File: src/rtl/act_stream_collector.sv
// Receive end of the activation pipe: packs result bytes into LANES-byte words,
// buffers them in a fall-through FIFO and meters issue credits back to the feeder.
module act_stream_collector #(
    parameter int unsigned LANES      = 8,
    parameter int unsigned FIFO_DEPTH = 4,
    parameter int unsigned MAX_INFL   = 16
) (
    input  logic                 clk,
    input  logic                 rst,
    input  logic                 issue_vld,
    output logic                 issue_rdy,
    input  logic                 act_vld,
    input  logic [7:0]           act_data,
    input  logic                 flush_req,
    output logic                 flush_done,
    output logic                 out_vld,
    input  logic                 out_rdy,
    output logic [8*LANES-1:0]   out_data,
    output logic [LANES-1:0]     out_keep,
    output logic                 err_ovf
);

    localparam int unsigned CAP = FIFO_DEPTH * LANES;
    localparam int unsigned CW  = $clog2(CAP + 1);
    localparam int unsigned IW  = $clog2(MAX_INFL + 1);
    localparam int unsigned LW  = $clog2(LANES);
    localparam int unsigned PW  = $clog2(FIFO_DEPTH);
    localparam int unsigned FW  = $clog2(FIFO_DEPTH + 1);

    typedef enum logic {
        S_IDLE,
        S_WAIT
    } flush_state_e;

    flush_state_e            state_q, state_d;
    logic [CW-1:0]           credits_q, credits_d;
    logic [IW-1:0]           inflight_q, inflight_d;
    logic [LW-1:0]           cnt_q, cnt_d;
    logic [8*LANES-1:0]      pack_q, pack_d;
    logic                    err_q, err_d;

    logic [8*LANES-1:0]      mem_data_q [FIFO_DEPTH];
    logic [LANES-1:0]        mem_keep_q [FIFO_DEPTH];
    logic [PW-1:0]           rd_ptr_q, wr_ptr_q;
    logic [FW-1:0]           fifo_cnt_q, fifo_cnt_d;

    logic                    issue_acc, pop, drained, flush_fire;
    logic                    full_push, part_push, push, push_ok, drop;
    logic [8*LANES-1:0]      merged;
    logic [LW:0]             fill_cnt;
    logic [LANES-1:0]        push_keep;
    logic [LW+2:0]           lane_base;
    int                      cred_raw, infl_raw;

    assign issue_rdy = (credits_q != '0) && !flush_req && !rst;
    assign issue_acc = issue_vld && issue_rdy;
    assign out_vld   = (fifo_cnt_q != '0);
    assign pop       = out_vld && out_rdy;
    assign out_data  = mem_data_q[rd_ptr_q];
    assign out_keep  = mem_keep_q[rd_ptr_q];
    assign err_ovf   = err_q;

    // A result arriving in the same cycle as the last in-flight one still counts as drained.
    assign drained = (inflight_q == '0) || ((inflight_q == IW'(1)) && act_vld);

    // Flush FSM: state register
    always_ff @(posedge clk) begin
        if (rst) state_q <= S_IDLE;
        else     state_q <= state_d;
    end

    // Flush FSM: next state
    always_comb begin
        state_d = state_q;
        case (state_q)
            S_IDLE: if (flush_req) state_d = S_WAIT;
            S_WAIT: if (!flush_req || drained) state_d = S_IDLE;
            default: state_d = S_IDLE;
        endcase
    end

    // Flush FSM: outputs
    always_comb begin
        flush_fire = (state_q == S_WAIT) && flush_req && drained;
        flush_done = flush_fire;
    end

    always_comb begin
        lane_base = {cnt_q, 3'b000};
        merged    = pack_q;
        if (act_vld) merged[lane_base +: 8] = act_data;
        fill_cnt  = {1'b0, cnt_q} + {{LW{1'b0}}, act_vld};
        full_push = act_vld && (cnt_q == LW'(LANES - 1));
        part_push = flush_fire && !full_push && (fill_cnt != '0);
        push      = full_push || part_push;
        for (int unsigned i = 0; i < LANES; i++) begin
            push_keep[i] = full_push || ((LW+1)'(i) < fill_cnt);
        end
        push_ok   = push && ((fifo_cnt_q != FW'(FIFO_DEPTH)) || pop);
        drop      = push && !push_ok;

        cnt_d  = cnt_q;
        pack_d = merged;
        if (push) begin
            cnt_d  = '0;
            pack_d = '0;
        end else if (act_vld) begin
            cnt_d = cnt_q + LW'(1);
        end

        fifo_cnt_d = fifo_cnt_q + FW'(push_ok) - FW'(pop);
        err_d      = err_q || (act_vld && (inflight_q == '0)) || drop;

        cred_raw = int'(credits_q) - int'(issue_acc)
                 + (pop ? int'(LANES) : 0)
                 - (part_push ? (int'(LANES) - int'(fill_cnt)) : 0);
        infl_raw = int'(inflight_q) + int'(issue_acc)
                 - int'(act_vld && (inflight_q != '0));

        // Clamping only matters after an overflow event has already flagged err_ovf.
        if (cred_raw < 0)                credits_d = '0;
        else if (cred_raw > int'(CAP))   credits_d = CW'(CAP);
        else                             credits_d = CW'(cred_raw);
        if (infl_raw > int'(MAX_INFL))   inflight_d = IW'(MAX_INFL);
        else                             inflight_d = IW'(infl_raw);
    end

    always_ff @(posedge clk) begin
        if (rst) begin
            credits_q  <= CW'(CAP);
            inflight_q <= '0;
            cnt_q      <= '0;
            pack_q     <= '0;
            err_q      <= 1'b0;
        end else begin
            credits_q  <= credits_d;
            inflight_q <= inflight_d;
            cnt_q      <= cnt_d;
            pack_q     <= pack_d;
            err_q      <= err_d;
        end
    end

    always_ff @(posedge clk) begin
        if (rst) begin
            rd_ptr_q   <= '0;
            wr_ptr_q   <= '0;
            fifo_cnt_q <= '0;
            for (int unsigned i = 0; i < FIFO_DEPTH; i++) begin
                mem_data_q[i] <= '0;
                mem_keep_q[i] <= '0;
            end
        end else begin
            if (push_ok) begin
                mem_data_q[wr_ptr_q] <= merged;
                mem_keep_q[wr_ptr_q] <= push_keep;
                wr_ptr_q             <= wr_ptr_q + PW'(1);
            end
            if (pop) rd_ptr_q <= rd_ptr_q + PW'(1);
            fifo_cnt_q <= fifo_cnt_d;
        end
    end

    a_no_wrap: assert property (@(posedge clk) disable iff (rst)
        (!err_q && !err_d) |-> (cred_raw >= 0 && cred_raw <= int'(CAP) &&
                                infl_raw >= 0 && infl_raw <= int'(MAX_INFL)));

endmodule

File: config.mk
export PLATFORM = sky130hd
export DESIGN_NAME = act_stream_collector
export DESIGN_NICKNAME = d
export VERILOG_FILES = /design/src/rtl/act_stream_collector.sv
export SDC_FILE = /design/constraint.sdc
export NUM_CORES = 1
export LEC_CHECK = 0
export BUFFER_PORTS_ARGS = -buffer_cell sky130_fd_sc_hd__buf_2
export CAP_MARGIN = 20
export CELL_PAD_IN_SITES_DETAIL_PLACEMENT = 0
export CELL_PAD_IN_SITES_GLOBAL_PLACEMENT = 1
export CORE_MARGIN = 8
export CORE_UTILIZATION = 46
export CTS_CLUSTER_DIAMETER = 200
export DETAILED_ROUTE_END_ITERATION = 6
export GPL_TIMING_DRIVEN = 0
export PLACE_DENSITY_LB_ADDON = 0.2
export SYNTH_ARGS = -nofsm -noshare
export SYNTH_HDL_FRONTEND = slang
export SYNTH_SLANG_ARGS = --single-unit
File: constraint.sdc
create_clock -name clk -period 5.3 [get_ports clk]
set_input_delay 0.265 -clock clk [delete_from_list [all_inputs] [get_ports clk]]
set_output_delay 0.265 -clock clk [all_outputs]
set_load 0.02 [all_outputs]
==> flow_summary.ini <==
[run_status]
outcome = complete, no violations

[power_and_ir_drop]
p_seq_frac = 0.409
p_leak_nw = 6.77
p_clk_frac = 0.326
finalPower_mw = 8.25
powerDensity_nw_per_um2 = 435
switchingPower_mw = 2.45
intPower_mw = 5.80
swShare = 0.297
ir_drop_uv = 347
comb_power_share = 0.265

[global_route]
grt_max_degree = 56
grt_busiest_layer = met2
overflow = 0
grt_pass1_wl_um = 58000
use_met1 = 0.230
first_global_vias = 9945
antenna_found_initial = 2
grt_util_met3 = 0.0392
grtUsageMet2 = 0.311
track_usage = 0.181

[clock_network]
cts-htree-levels = 2
clock_path_buffers = 3
cts_sinks = 377
cts-buffers-inserted = 41
cts_tree = yes
insertion_delay_ns = 0.54
root_buffer = clkbuf_16
path_clk_slew_ns = 0.06

[floorplan]
die_x_um = 205
core_area_um2 = 35400
num_rows = 69
start_util = 0.465
die-area_um2 = 42100
die_h_um = 205
io_pins = 90

[synth]
ys_seq_area_frac = 0.634
synth.avg_cell_area_um2 = 13.7
synth_enable_flop_cells = 288
syn_nets = 1261
netlist_area_um2 = 16500
dominantRegCellSynth = edfxtp_1
postSynthCellCount = 1201
ys_warn_count = 0
synth-seq-cells = 377
yosysUniqueCellTypes = 55
async_reset_ff_frac = 0

[sta]
tightest_slew_ns = 0.996
slew_viol_final = 0
fin_crit_ns = 4.95
fin_crit_sh = 0.933
slew_headroom = 0.333
fmax_ghz = 0.202
skew_ns = 0.0104
finalHoldViolCount = 0
finalSetupTns_ns = 0
setup_violations = 0
setup_ws_ns = 0.355
hold-worst-slack_ns = 0.212

[setup_path]
worstPathMaxFanout = 9
arrival_ns = 5.36
worst-endpoint-required_ns = 5.72
worst_path_largest_cell_delay_ns = 0.48
critPathMostFrequentCell = ha_1
start_kind = register
endpoint_kind = register
slowest_stage = or4_1
path_buf_inv = 3
crit_chain = ha_2 > ha_4 > inv_1 > ha_2 > a211oi_2 > nand2_1 > ha_1 > ha_1 > inv_1 > fa_1 > nand2b_1 > a21oi_2 > a211oi_2 > buf_4 > o31ai_1 > ha_1 > or4_1 > nor3_2 > nand4_1 > nor4b_1
worst-setup-path-type = register to register
critPathTopFamily = adder cells

[min_path]
min_path_type = input port to register

[routing]
routed_wl_um = 37500
drtIter0Drc = 644
post_drt_via_cell_ratio = 5.32
drt-wirelength-per-cell_um = 20.5
drc = 0
drtAntennaViolNets = 0
vias = 9726
dr.pass1.iters = 5

[final_layout]
fin_area_um2 = 19000
nFillCells = 3067
utilization = 0.536
multiInputGateArea_um2 = 5630
seq_area_um2 = 10400
layout.cells.non_filler = 1829
layout-drive-gt1-share = 0.260
syn_to_final_growth_pct = 15.3
fin_nets = 1397
antenna_cells = 0

[placement]
placed_cell_area_um2 = 17600
place_congestion = 0.762
place_ws_ns = -0.425
dp_hpwl_um = 23800
portBuffers = 82
dp_cells = 1748

[job]
max_cap_violations = 0
## worst reg2reg max path: stages (launching register included)
cell	delay, ns
dfxtp_2	0.38
ha_2	0.22
ha_4	0.29
inv_1	0.06
ha_2	0.23
a211oi_2	0.29
nand2_1	0.10
ha_1	0.28
ha_1	0.18
inv_1	0.06
fa_1	0.39
nand2b_1	0.18
a21oi_2	0.18
a211oi_2	0.11
buf_4	0.15
o31ai_1	0.22
ha_1	0.27
or4_1	0.48
nor3_2	0.12
nand4_1	0.24
nor4b_1	0.39
## cells in the mapped netlist, types with 7 or more instances
cell      count  area (µm²)
buf_6         7        78.8
nor2_1      300        1130
dfxtp_1      89        1780
mux2i_1      63         631
edfxtp_1    288        8650
xnor2_1      12         105
nor2_2       68         425
clkbuf_1     31         116
xor2_1        9        78.8
nor3_1       20         100
buf_2        33         165
mux4_2       72        1620
nand2_1      25        93.8
inv_1        35         131
ha_1         42         526
a21oi_1      15        75.1
## cell usage in the layout, fill, tap and decap left out, types with 4 or more instances in the layout
cell type  count
nand2_1       22
and2_1         5
clkbuf_1      49
ha_1          38
a21o_1         5
clkbuf_8       6
xor2_1         8
o21ai_0        4
xnor2_1       12
mux4_2        72
inv_1         35
nand2b_1       4
nor2_1       300
nor2_2        68
dfxtp_1       87
mux2i_1       63
or4_1          4
or3_1          4
nor2b_1        6
buf_4          7
nor3_1        19
buf_6          7
buf_2        115
edfxtp_1     288
fa_1           4
clkbuf_16     43
a21oi_1       14
nor3b_1        5
## layout make-up
type / instances / area share
buffer: 72 / 0.0194
sequential: 377 / 0.550
tap: 461 / 0.0304
timing repair buffer: 93 / 0.0299
clock inverter: 7 / 0.00224
inverter: 36 / 0.00712
clock buffer: 67 / 0.0646
multi-input combinational: 716 / 0.297
## what timing repair did
item | CTS | global route
setup buffers | 3 | 3
pin swaps | 2 | 5
endpoints found under the setup margin | 6 | 6
gates cloned | 0 | 0
hold endpoints to repair | 1 | 0
hold buffers | 1 | 0
gates resized for setup | 2 | 13
## cells by family after synthesis
group           synth area share
simple gates               0.129
mux                        0.137
flops                      0.634
buf+inv                   0.0306
compound gates            0.0219
fa+ha+maj                 0.0368
xor+xnor                  0.0112
## power groups by stage
stage | Clock, mW | Combinational, mW | Sequential (mW)
6_report | 2.69 | 2.19 | 3.37
5_1_grt | 2.86 | 2.42 | 3.39
4_1_cts | 2.74 | 2.20 | 3.37
3_5_place_dp | 0 | 2.18 | 3.43
3_3_place_gp | 0 | 2.15 | 3.44
2_1_floorplan | 0 | 1.58 | 3.43
## per-layer routing
| metal | share of wire | vias to the layer above |
|---|---|---|
| met2 | 0.50 | 187 |
| met3 | 0.054 | 57 |
| met1 | 0.43 | 4886 |
| met5 | 0.00059 | - |
| li1 | - | 4592 |
| met4 | 0.020 | 4 |
## final timing paths
| check | from | to | slack [ns] | cells past startpoint |
|---|---|---|---|---|
| setup / recovery | cnt_q[0] | credits_q[3] | 0.35 | 20 |
| hold / removal | out_rdy | err_ovf | 0.21 | 4 |
| setup reg to reg | cnt_q[0] | credits_q[3] | 0.35 | 20 |
| hold reg to reg | wr_ptr_q[1] | wr_ptr_q[1] | 0.50 | 2 |
## sequential cells by signal, indices dropped and copies added (netlist names), named ones only
signal	flops
cnt_q	3
credits_q	6
err_ovf	1
fifo_cnt_q	3
inflight_q	5
mem_data_q	256
mem_keep_q	32
pack_q	64
rd_ptr_q	2
state_q	1
wr_ptr_q	2
(Power assumes the default switching activity.)
